`config.mk`:
```
export PLATFORM = sky130hd
export DESIGN_NAME = period_meter
export DESIGN_NICKNAME = d
export VERILOG_FILES = /design/src/rtl/period_meter_pkg.sv /design/src/rtl/pm_edge_detect.sv /design/src/rtl/period_meter.sv
export SDC_FILE = /design/constraint.sdc
export NUM_CORES = 1
export LEC_CHECK = 0
export CAP_MARGIN = 30
export CORE_ASPECT_RATIO = 1.25
export CORE_MARGIN = 2
export CORE_UTILIZATION = 50
export DETAILED_ROUTE_END_ITERATION = 8
export DONT_BUFFER_PORTS = 1
export HOLD_SLACK_MARGIN = 0.12
export PLACE_DENSITY = 0.62
export SLEW_MARGIN = 10
export SYNTH_ARGS = -nofsm -noshare
export SYNTH_HDL_FRONTEND = slang
export SYNTH_SLANG_ARGS = --single-unit
```
`constraint.sdc`:
```
create_clock -name clk -period 2.4 [get_ports clk]
set_clock_uncertainty 0.05 [all_clocks]
set_input_delay 0.72 -clock clk [delete_from_list [all_inputs] [get_ports clk]]
set_output_delay 0.72 -clock clk [all_outputs]
set_load 0.005 [all_outputs]
```
`src/rtl/period_meter_pkg.sv`:
```
// Shared types and defaults for the period_meter block.
package period_meter_pkg;

    localparam int CNT_W_DEF   = 8;
    localparam int TIMEOUT_DEF = 255;

    typedef enum logic [1:0] {
        IDLE    = 2'd0,
        ARM     = 2'd1,
        MEASURE = 2'd2,
        HOLD    = 2'd3
    } pm_state_e;

endpackage

```
`src/rtl/pm_edge_detect.sv`:
```
// Edge detector for the measured signal; define PERIOD_METER_SYNC_EN to insert
// a two-flop synchronizer ahead of the edge register.
module pm_edge_detect (
    input  logic clk,
    input  logic rst_n,
    input  logic sig_i,
    output logic s_o,
    output logic rise_o,
    output logic fall_o
);

    logic prev_q;

`ifdef PERIOD_METER_SYNC_EN
    logic [1:0] sync_q;

    always_ff @(posedge clk or negedge rst_n) begin
        if (!rst_n) sync_q <= '0;
        else        sync_q <= {sync_q[0], sig_i};
    end

    assign s_o = sync_q[1];
`else
    // Source is already in the clk domain, so it feeds the edge register directly.
    assign s_o = sig_i;
`endif

    always_ff @(posedge clk or negedge rst_n) begin
        if (!rst_n) prev_q <= 1'b0;
        else        prev_q <= s_o;
    end

    assign rise_o = s_o & ~prev_q;
    assign fall_o = ~s_o & prev_q;

endmodule

```
`src/rtl/period_meter.sv`:
```
// Measures period and high time of a divided clock in source-clock cycles.
// Build option: PERIOD_METER_SYNC_EN (see pm_edge_detect).
module period_meter
    import period_meter_pkg::*;
#(
    parameter int CNT_W   = CNT_W_DEF,
    parameter int TIMEOUT = TIMEOUT_DEF
) (
    input  logic             clk,
    input  logic             rst_n,
    input  logic             sig_in,
    input  logic             start,
    output logic             busy,
    output logic             meas_valid,
    input  logic             meas_ready,
    output logic [CNT_W-1:0] period,
    output logic [CNT_W-1:0] high_time,
    output logic             timeout
);

    localparam logic [CNT_W-1:0] CNT_ONE = CNT_W'(1);
    localparam logic [CNT_W-1:0] CNT_MAX = {CNT_W{1'b1}};
    localparam logic [CNT_W-1:0] TO_LIM  = CNT_W'(TIMEOUT);
    localparam logic [CNT_W-1:0] TO_ARM  = CNT_W'(TIMEOUT - 1);

    pm_state_e        state_q, state_d;
    logic [CNT_W-1:0] wait_q, wait_d;
    logic [CNT_W-1:0] per_q, per_d;
    logic [CNT_W-1:0] high_q, high_d;
    logic             hdone_q, hdone_d;
    logic [CNT_W-1:0] period_q, period_d;
    logic [CNT_W-1:0] high_time_q, high_time_d;
    logic             timeout_q, timeout_d;

    logic s, rise, fall;

    pm_edge_detect u_edge (
        .clk    (clk),
        .rst_n  (rst_n),
        .sig_i  (sig_in),
        .s_o    (s),
        .rise_o (rise),
        .fall_o (fall)
    );

    always_ff @(posedge clk or negedge rst_n) begin
        if (!rst_n) begin
            state_q     <= IDLE;
            wait_q      <= '0;
            per_q       <= '0;
            high_q      <= '0;
            hdone_q     <= 1'b0;
            period_q    <= '0;
            high_time_q <= '0;
            timeout_q   <= 1'b0;
        end else begin
            state_q     <= state_d;
            wait_q      <= wait_d;
            per_q       <= per_d;
            high_q      <= high_d;
            hdone_q     <= hdone_d;
            period_q    <= period_d;
            high_time_q <= high_time_d;
            timeout_q   <= timeout_d;
        end
    end

    always_comb begin
        state_d     = state_q;
        wait_d      = wait_q;
        per_d       = per_q;
        high_d      = high_q;
        hdone_d     = hdone_q;
        period_d    = period_q;
        high_time_d = high_time_q;
        timeout_d   = timeout_q;

        case (state_q)
            IDLE: begin
                if (start) begin
                    state_d = ARM;
                    wait_d  = '0;
                end
            end
            ARM: begin
                if (rise) begin
                    state_d = MEASURE;
                    per_d   = CNT_ONE;
                    high_d  = CNT_ONE;
                    hdone_d = 1'b0;
                end else if (wait_q >= TO_ARM) begin
                    state_d     = HOLD;
                    timeout_d   = 1'b1;
                    period_d    = '0;
                    high_time_d = '0;
                end else begin
                    wait_d = wait_q + CNT_ONE;
                end
            end
            MEASURE: begin
                if (rise) begin
                    state_d     = HOLD;
                    period_d    = per_q;
                    high_time_d = high_q;
                    timeout_d   = 1'b0;
                end else if (per_q >= TO_LIM) begin
                    // Period would exceed TIMEOUT: abort instead of counting on.
                    state_d     = HOLD;
                    timeout_d   = 1'b1;
                    period_d    = '0;
                    high_time_d = '0;
                end else begin
                    if (per_q != CNT_MAX) per_d = per_q + CNT_ONE;
                    // Only the first high phase after the rise is counted.
                    if (fall)
                        hdone_d = 1'b1;
                    else if (s && !hdone_q && high_q != CNT_MAX)
                        high_d = high_q + CNT_ONE;
                end
            end
            HOLD: begin
                if (meas_ready) state_d = IDLE;
            end
            default: state_d = IDLE;
        endcase
    end

    assign busy       = (state_q != IDLE);
    assign meas_valid = (state_q == HOLD);
    assign period     = period_q;
    assign high_time  = high_time_q;
    assign timeout    = timeout_q;

endmodule

```
# Yosys cells after proc, flatten, opt, wreduce, memory -nomap -nowiden
# Index checks and enable logic that the tools add are counted.
totals:
  reg_bits: 45
  output_inout_bits: 19
op_classes:
  addsub: 3
  n_lt_le_gt_ge: 2
  n_eq_ne: 19
  muxes: 38
  bitwise: 4
  n_reduce_logical: 13
op_table:
  columns: ["op", "count"]
  rows:
  - ["$mux W8", 16]
  - ["$pmux W8 S2", 5]
  - ["$add A8 B1 Y8 const B", 3]
  - ["$ne A2 B2 Y1 const B", 11]
  - ["$ge A8 B8 Y1 const B", 2]
  - ["$ne A8 B8 Y1 const B", 2]
  - ["$mux W2", 6]
  - ["$reduce_and A4 Y1", 3]
  - ["$reduce_and A5 Y1", 2]
  - ["$mux W1", 8]
  - ["$pmux W2 S4", 1]
  - ["$ne A3 B3 Y1 const B", 2]
  - ["$reduce_and A6 Y1", 1]
  - ["$reduce_bool A2 Y1", 3]
  - ["$eq A2 B2 Y1 const B", 2]
  - ["$pmux W1 S2", 2]
  - ["$and A1 B1 Y1", 2]
  - ["$eq A2 B1 Y1 const B", 1]
  - ["$logic_and A1 B1 Y1", 2]
  - ["$logic_not A2 Y1", 1]
  - ["$ne A2 B1 Y1 const B", 1]
  - ["$not A1 Y1", 2]
  - ["$logic_not A1 Y1", 1]

# Longest topological paths before layout
# Gate-level depths: netlist of run 1.
logic_depth:
  depth_word: 8
  mapped_depth: 8

# Hierarchy
# From an unflattened synthesis of run 1, not the netlist that was laid out.
hier_totals:
  cells_unflattened: 250
  hier_area_um2: 2527.4
modules_own_cells:
  columns: ["mod", "instances", "cells_each", "area_per_inst_um2"]
  rows:
  - ["period_meter", 1, 246, 2479.9]
  - ["pm_edge_detect", 1, 4, 47.5]

# Worst setup path after synthesis of run 1
# No wires, ideal clock.
synth_path:
  kind: "reg2reg"
  startpoint: "register state_q[1]"
  endpoint: "register per_q[3]"
  setup_time_ps: 126
  arrival_ps: 1705
  setup_slack_ps: 519
  stages_incl_launch_ff: 8
  synth_period_minus_slack_ps: 1881
  cell_sequence: "dfrtp_1 -> inv_1 -> ha_1 -> buf_2 -> nand2b_1 -> a211oi_2 -> nor2_1 -> a221o_1"
synth_between:
  elab_chain_cells: 3
synth_lines:
  columns: ["element", "line_no", "text"]
  rows:
  - ["start: declaration", "period_meter.sv:26", "pm_state_e state_q, state_d;"]
  - ["start signal: assignment", "period_meter.sv:57", "state_q <= state_d;"]
  - ["$eq A2 B2 Y1 or $eq A2 B1 Y1 (tied branches)", "period_meter.sv:78", "case (state_q)"]
  - ["$ne A2 B2 Y1 (no source line) or $reduce_bool A2 Y1 (tied branches)", null, null]
  - ["$reduce_and A5 Y1 (no source line)", null, null]
  - ["end signal: assignment", "period_meter.sv:59", "per_q <= per_d;"]
  - ["end: declaration", "period_meter.sv:28", "logic [CNT_W-1:0] per_q, per_d;"]
# Parallel ways exist; a longest one is shown, timed or not.
# A chain may end at the register's enable or synchronous reset.

# Worst setup path in the final report of run 1
layout_path:
  startpoint: "register wait_q[0]"
  endpoint: "register wait_q[1]"
layout_between:
  elab_chain_cells: 4
layout_lines:
  columns: ["element", "line_no", "text"]
  rows:
  - ["start: declaration", "period_meter.sv:27", "logic [CNT_W-1:0] wait_q, wait_d;"]
  - ["start signal: assignment", "period_meter.sv:58", "wait_q <= wait_d;"]
  - ["$add A8 B1 Y8", "period_meter.sv:97", "wait_d = wait_q + CNT_ONE;"]
  - ["$mux W8", "period_meter.sv:91", "end else if (wait_q >= TO_ARM) begin"]
  - ["$mux W8", "period_meter.sv:86", "if (rise) begin"]
  - ["$pmux W8 S2", "period_meter.sv:78", null]
# Parallel ways exist; a longest one is shown, timed or not. The select of a mux whose other input is x is not followed.

==> results of run 1 <==
[report_power, final]
| part | switching (mW) | internal [mW] |
|---|---|---|
| clock network | 0.270 | 0.207 |
| registers | 0.309 | 1.01 |
| logic | 0.723 | 0.519 |
[metrics by stage]
| step | util (%) | setup slack (ns) | power (mW) | instance area [sq um] |
|---|---|---|---|---|
| 3_3_place_gp | 53.65 | 0.4367 | 2.497 | 2537 |
| 4_1_cts | 56.14 | 0.3261 | 3.061 | 2655 |
| 6_report | 56.14 | 0.3091 | 3.033 | 2655 |
| 2_1_floorplan | - | 0.5195 | 2.177 | 2439 |
| 5_1_grt | 56.14 | 0.1307 | 3.293 | 2655 |
| 3_5_place_dp | 53.65 | 0.3476 | 2.553 | 2537 |
[cell families (layout without fill, tap and decap cells)]
| family | Yosys count | count (layout) | synth area share, % |
|---|---|---|---|
| flip-flops | 45 | 45 | 46.18 |
| buffers and inverters | 26 | 35 | 4.566 |
| multiplexers | 9 | 9 | 3.797 |
| AND/OR/NAND/NOR | 83 | 83 | 19.24 |
| adder cells (fa/ha/maj) | 9 | 9 | 4.618 |
| AO/OA/AOI/OAI | 67 | 67 | 21.60 |
[layer usage]
metal	vias up	routed length, um
li1	922	-
met1	939	2387
met2	45	2798
met3	12	213
met4	0	123
met5	-	0
[synthesized netlist by cell type, types with 2 or more instances]
cell	n
a211o_1	2
a211oi_1	3
a21oi_1	6
a22o_1	17
and3_1	3
buf_2	4
clkbuf_1	4
dfrtp_1	45
ha_1	9
inv_1	15
mux2_1	2
mux2i_1	7
nand2_1	16
nand2b_1	10
nand3_1	12
nand4_1	13
nor2_1	7
nor2b_1	3
nor3_1	6
nor4_1	5
o211ai_1	13
o211ai_2	2
o21a_1	3
o21ai_0	2
o21ai_1	3
o221ai_1	4
[final timing paths]
check | slack [ns] | to | startpoint | depth (start not counted)
max | 0.31 | wait_q[1] | wait_q[0] | 6
min | 0.20 | period[4] | rst_n | 1
max reg2reg | 0.31 | wait_q[1] | wait_q[0] | 6
min reg2reg | 0.47 | hdone_q | hdone_q | 2
max in group asynchronous | 1.89 | high_q[6] | rst_n | 1
min in group clk | 0.39 | u_edge.prev_q | sig_in | 0
[flip-flops by register name, summed over array words and instances, names as in the netlist]
register       count
timeout            1
high_time          8
u_edge.prev_q      1
high_q             8
hdone_q            1
state_q            2
wait_q             8
per_q              8
period             8
[layout make-up]
class	instances	area (sq um)
multi-input combinational	168	1201
sequential	45	1126
inverter	16	60.06
fill	431	2074
clock buffer	5	68.82
clock inverter	3	21.27
tap	60	75.07
timing repair buffer	11	102.6
==> results.json, run 1 <==
{
  "synth.cell_area_sq_um": 2439,
  "syn_nets": 253,
  "synth.distinct_cells": 49,
  "gp_congestion": 0.8104,
  "synthFlopType": "dfrtp_1",
  "io_pins": 24,
  "critPathBufInv": 1,
  "gr-usage-met1_pct": 28.16,
  "crit_arrival_ns": 2.22,
  "ys_ff_latch": 45,
  "yosys.area.top_type_share_pct": 46.18,
  "max_cap_viol_count": 0,
  "rsz0062_at_grt": "false",
  "detail-route-antenna-nets": 0,
  "clock_path_buffers": 2,
  "outcome": "complete, no violations",
  "tns_ns": 0,
  "critical_path_class": "reg2reg",
  "powerDensity_nw_per_um2": 1142,
  "place_inst": 299,
  "hold_ws_ns": 0.2046,
  "finalHoldViolations": 0,
  "rows": 28,
  "relSlewSlack_pct": 73.18,
  "core_area_sq_um": 4730,
  "top_usage_layer": "met2",
  "use_met2_pct": 38.20,
  "slowest_delay_ns": 0.41,
  "final_common_cell": "dfrtp_1",
  "critical_path_required_ns": 2.53,
  "fp.dieW_um": 66.47,
  "crit_chain": "inv_1 -> ha_1 -> o211ai_1 -> o21ai_1 -> a21oi_1 -> mux2_1",
  "nets": 261,
  "die_area_sq_um": 5455,
  "final_cell_mix": "45 x dfrtp_1, 17 x a22o_1, 16 x nand2_1",
  "htree_levels": 2,
  "clock_latency_ns": 0.30,
  "async_flop_share_pct": 100.0,
  "endpoint_kind": "flip-flop",
  "clkTransAtPathRegs_ns": 0.09,
  "startpoint_type": "flip-flop",
  "hold_buffers": 1,
  "cp_top_family": "compound AO/OA/AOI/OAI gates",
  "drv_slew": 0,
  "cts-root-buf": "clkbuf_8",
  "syn_to_final_growth_pct": 8.876,
  "tightest_slew_ns": 0.3911,
  "cp_slowest_cell": "dfrtp_1",
  "drtIter0Drc": 147,
  "post_cts_buffers": 0,
  "drt-total-wl_um": 5523,
  "cts.sinks": 45,
  "grt_pass1_vias": 1896,
  "yosys_warnings": 0,
  "numPortBuffers": 0,
  "synth.yosys.seq_area_share_pct": 46.18,
  "grt_antenna_before_repair": 0,
  "synth_edf_count": 0,
  "p_leak_nw": 1.119,
  "cts_resized": 0,
  "diodes": 0,
  "viasPerCell": 6.227,
  "finalCritPeriodShare_pct": 87.12,
  "netlist_instances": 239,
  "drive_gt1_share_pct": 11.29,
  "setup_violations": 0,
  "period_minus_slack_ns": 2.091,
  "ys_top_cells_by_area": "dfrtp_1 46%, a22o_1 6.1%, ha_1 4.6%, o211ai_1 4.0%, nand4_1 3.3%",
  "initial_utilization_pct": 51.56,
  "grt_pass1_wl_um": 9404,
  "drc": 0,
  "crit_fanout": 5,
  "die_y_um": 82.08,
  "dp_hpwl_um": 3993,
  "final_cells": 308,
  "gr-usage-all-layers_pct": 22.67,
  "wire_per_inst_um": 17.93,
  "max_freq_ghz": 0.4783,
  "first_pass_iters": 4,
  "avgSynthCellArea_sq_um": 10.20,
  "cts_tree": "yes",
  "peakVddDrop_mv": 0.6670,
  "grt_start_max_net_pins": 46,
  "grt_use_met3_pct": 5.342,
  "hp-class": "in2async",
  "overflow": 0,
  "cts_made_buffers": 5,
  "yosysTopAreaCell": "dfrtp_1",
  "vias": 1918
}
Power figures use the tool's default switching activity.
==> inputs of run 2 (changes only) <==
==> constraint.sdc (replaced) <==
create_clock -name clk -period 2.31 [get_ports clk]
set_clock_uncertainty 0.05 [all_clocks]
set_input_delay 0.693 -clock clk [delete_from_list [all_inputs] [get_ports clk]]
set_output_delay 0.693 -clock clk [all_outputs]
set_load 0.005 [all_outputs]
==> run 2 against run 1 <==
Effect of this change: sequential share of layout area is 0.45 points lower; non-clock buffer count is 1 higher; global-route usage is 0.26 points higher; final cell count is 0.32% higher; power is 7.8% higher; clock power is 26% higher; combinational power is 5% higher; via count is 1.9% higher; flip-flop and latch count stayed put; fmax hardly changed; largest cell class unchanged; largest power group unchanged; highest routed layer unchanged.
==> results.json, run 2 (synthesized netlist as in run 1, its figures left out) <==
{
  "overflow": 0,
  "grt_pass1_vias": 1990,
  "crit_fanout": 5,
  "nets": 262,
  "diodes": 0,
  "finalWorstSetupSlack_ns": 0.2188,
  "critical_path_required_ns": 2.45,
  "powerDensity_nw_per_um2": 1218,
  "drc": 0,
  "die_area_sq_um": 5455,
  "max_cap_viol_count": 0,
  "gr-usage-all-layers_pct": 22.93,
  "first_pass_iters": 4,
  "drv_slew": 0,
  "grt_start_max_net_pins": 46,
  "cts-root-buf": "clkbuf_8",
  "wire_per_inst_um": 18.59,
  "clkTransAtPathRegs_ns": 0.09,
  "final_common_cell": "dfrtp_1",
  "viasPerCell": 6.324,
  "numPortBuffers": 0,
  "gp_congestion": 0.8138,
  "hold_ws_ns": 0.1817,
  "rsz0062_at_grt": "false",
  "tightest_slew_ns": 0.4322,
  "endpoint_kind": "flip-flop",
  "rows": 28,
  "startpoint_type": "flip-flop",
  "cts.sinks": 45,
  "grt_pass1_wl_um": 9508,
  "seq_area_sq_um": 1126,
  "htree_levels": 2,
  "outcome": "complete, no violations",
  "die_y_um": 82.08,
  "cts_made_buffers": 5,
  "final_cells": 309,
  "final_cell_mix": "45 x dfrtp_1, 17 x a22o_1, 16 x nand2_1",
  "place_worst_setup_slack_ns": 0.2660,
  "cts_tree": "yes",
  "dp_hpwl_um": 4153,
  "grt_antenna_before_repair": 0,
  "relSlewSlack_pct": 71.06,
  "clock_path_buffers": 2,
  "peakVddDrop_mv": 0.5287,
  "period_minus_slack_ns": 2.091,
  "utilization_pct": 56.75,
  "core_area_sq_um": 4730,
  "cts_resized": 0,
  "finalCritPeriodShare_pct": 90.53,
  "setup_violations": 0,
  "num-fill-cells": 419,
  "multi_input_area_sq_um": 1201,
  "hp-class": "in2async",
  "drtIter0Drc": 158,
  "vias": 1954,
  "initial_utilization_pct": 51.56,
  "syn_to_final_growth_pct": 10.06,
  "io_pins": 24,
  "drive_gt1_share_pct": 11.24,
  "crit_arrival_ns": 2.23,
  "fp.dieW_um": 66.47,
  "place_inst": 300,
  "detail-route-antenna-nets": 0,
  "finalHoldViolations": 0,
  "tns_ns": 0,
  "max_freq_ghz": 0.4782,
  "drt-total-wl_um": 5743,
  "clock_latency_ns": 0.30,
  "p_leak_nw": 1.134,
  "critical_path_class": "reg2reg"
}
-- run 2: changes by cell type in the layout (fill, tap and decap cells not counted), sizes merged --
cell      delta
bufinv       +1
inv          -1
clkbuf       +1
clkinvlp     -1
buf          +1
-- run 2: stage by stage --
stage | area (sq um) | total power, mW
floorplan | 2439 | 2.262
finish | 2684 | 3.269
global route | 2684 | 3.532
CTS | 2684 | 3.294
detailed placement | 2545 | 2.666
global placement | 2545 | 2.597
-- run 2: worst max-delay path, cell delays in order (launching register included) --
cell      delay, ns
dfrtp_1        0.42
inv_1          0.10
ha_1           0.22
o211ai_1       0.36
o21ai_1        0.19
a21oi_1        0.30
mux2_1         0.35
-- run 2: final timing paths --
check	start	end	slack, ns	depth (start not counted)
worst max-delay path	wait_q[0]	wait_q[1]	0.22	6
worst min-delay path	rst_n	period[1]	0.18	1
worst max register to register	wait_q[0]	wait_q[1]	0.22	6
worst min register to register	hdone_q	hdone_q	0.48	2
max in group asynchronous	rst_n	high_q[4]	1.83	1
min in group clk	sig_in	u_edge.prev_q	0.36	0
-- run 2: layer usage --
metal	part of all wire (%)	vias up	global-route usage (%)
met3	2.8	13	4.795
met4	2.6	0	10.00
li1	-	923	-
met1	42	981	27.33
met5	0	-	0
met2	53	37	39.70
-- run 2: power breakdown --
group	total, mW	switching [mW]	internal [mW]
clock network	0.601	0.276	0.325
registers	1.37	0.324	1.04
logic	1.30	0.758	0.541
-- run 2: layout make-up --
| type | instances | area share [%] |
|---|---|---|
| Inverter | 16 | 2.238 |
| Clock inverter | 2 | 1.445 |
| Tap cell | 60 | 2.797 |
| Timing Repair Buffer | 12 | 4.103 |
| Sequential cell | 45 | 41.96 |
| Clock buffer | 6 | 2.704 |
| Multi-Input combinational cell | 168 | 44.76 |
-- run 2: repair_timing --
action                     4_1_cts  5_1_grt
hold buffers                     1        0
hold endpoints to repair        45        0
setup endpoints to repair        0        0
buffers inserted                 0        0
==> inputs of run 3 (changes only) <==
==> constraint.sdc (replaced) <==
create_clock -name clk -period 2.1 [get_ports clk]
set_clock_uncertainty 0.05 [all_clocks]
set_input_delay 0.63 -clock clk [delete_from_list [all_inputs] [get_ports clk]]
set_output_delay 0.63 -clock clk [all_outputs]
set_load 0.005 [all_outputs]
==> run 3 against run 2 <==
Effect of this change: clock power up 8.7%; final cell count up 1.6%; fmax up 6.1%; largest power group unchanged.
==> results.json, run 3 (synthesized netlist as in run 1, its figures left out) <==
{
  "hold_ws_ns": 0.1133,
  "die_y_um": 82.08,
  "drive_gt1_share_pct": 14.96,
  "diodes": 0,
  "critical_path_class": "reg2reg",
  "finalHoldViolations": 0,
  "viasPerCell": 6.325,
  "drc": 0,
  "core_area_sq_um": 4730,
  "rsz0062_at_grt": "false",
  "final_cell_mix": "45 x dfrtp_1, 17 x a22o_1, 16 x nand2_1, 16 x buf_4, 15 x inv_1",
  "initial_utilization_pct": 51.56,
  "grt_pass1_vias": 1930,
  "io_pins": 24,
  "syn_to_final_growth_pct": 12.26,
  "cts.sinks": 45,
  "peakVddDrop_mv": 0.8592,
  "startpoint_type": "flip-flop",
  "outcome": "complete, no violations",
  "die_area_sq_um": 5455,
  "rows": 28,
  "wire_per_inst_um": 17.46,
  "max_freq_ghz": 0.5073,
  "drt-total-wl_um": 5481,
  "cts-root-buf": "clkbuf_8",
  "final_common_cell": "dfrtp_1",
  "place_inst": 303,
  "fp.dieW_um": 66.47,
  "drv_slew": 0,
  "setup_violations": 0,
  "nets": 267,
  "max_cap_viol_count": 0,
  "detail-route-antenna-nets": 0,
  "dp_hpwl_um": 3892,
  "grt_antenna_before_repair": 0,
  "overflow": 0,
  "crit_fanout": 5,
  "cts_made_buffers": 5,
  "crit_arrival_ns": 2.15,
  "gr-usage-all-layers_pct": 22.30,
  "clock_path_buffers": 2,
  "gp_congestion": 0.8473,
  "clkTransAtPathRegs_ns": 0.08,
  "p_leak_nw": 1.161,
  "clock_latency_ns": 0.30,
  "endpoint_kind": "flip-flop",
  "numPortBuffers": 0,
  "first_pass_iters": 4,
  "finalCritPeriodShare_pct": 93.87,
  "drtIter0Drc": 137,
  "hp-class": "in2async",
  "tns_ns": 0,
  "vias": 1986,
  "relSlewSlack_pct": 70.84,
  "powerDensity_nw_per_um2": 1330,
  "cts_tree": "yes",
  "grt_start_max_net_pins": 46,
  "htree_levels": 2,
  "period_minus_slack_ns": 1.971,
  "final_cells": 314,
  "grt_pass1_wl_um": 9335,
  "tightest_slew_ns": 0.4252,
  "critical_path_required_ns": 2.28
}
==> run 3: changes by cell type in the layout (fill, tap and decap cells not counted), sizes merged <==
cell,before,now
buf,12,17
==> run 3: worst paths after layout <==
check,slack (ns),start,to,cells past startpoint
max,0.13,wait_q[0],wait_q[6],7
min,0.11,rst_n,per_q[2],1
max reg2reg,0.13,wait_q[0],wait_q[6],7
min reg2reg,0.47,hdone_q,hdone_q,2
max in group asynchronous,1.68,rst_n,hdone_q,1
min in group clk,0.30,sig_in,u_edge.prev_q,0
==> run 3: through the flow <==
step / power, mW / area, sq um / setup slack, ns / util [%]
detailed placement: 2.938 / 2567 / 0.05128 / 54.29
floorplan: 2.488 / 2439 / 0.2195 / -
global route: 3.917 / 2738 / 0.001262 / 57.88
CTS: 3.609 / 2706 / 0.03440 / 57.22
global placement: 2.868 / 2567 / 0.06980 / 54.29
finish: 3.641 / 2738 / 0.1287 / 57.88
==> run 3: where the power goes <==
part	internal, mW	switching [mW]
logic	0.649	0.836
registers	1.15	0.355
clock network	0.357	0.296
==> run 3: cell type report <==
cell class              count  area, sq um
clock buffers               6        72.57
clock inverters             2        38.79
fillers                   412         1992
inverters                  16        60.06
multi-input cells         168         1217
flip-flops and latches     45         1126
well taps                  60        75.07
repair buffers             17        147.6
==> run 3: repair_timing <==
item / in CTS / in global routing
buffers inserted: 0 / 2
resized for setup: 0 / 6
hold buffers: 1 / 0
setup endpoints to repair: 0 / 23
hold endpoints to repair: 45 / 0
==> run 3: metal layers <==
layer / routed length (um) / part of all wire, % / track usage (%) / up-vias
met2: 2799 / 51 / 38.50 / 36
met4: 142 / 2.6 / 8.367 / 0
met1: 2367 / 43 / 27.44 / 997
met5: 0 / 0 / 0 / -
met3: 171 / 3.1 / 4.384 / 14
li1: - / - / - / 939
==> run 3: critical path, cell delays in order, from the launching register on <==
cell and delay [ns]:
dfrtp_1 0.42, inv_1 0.10, ha_1 0.22, o211ai_1 0.28
buf_4 0.17, o211ai_2 0.11, a211oi_1 0.33, mux2i_1 0.21
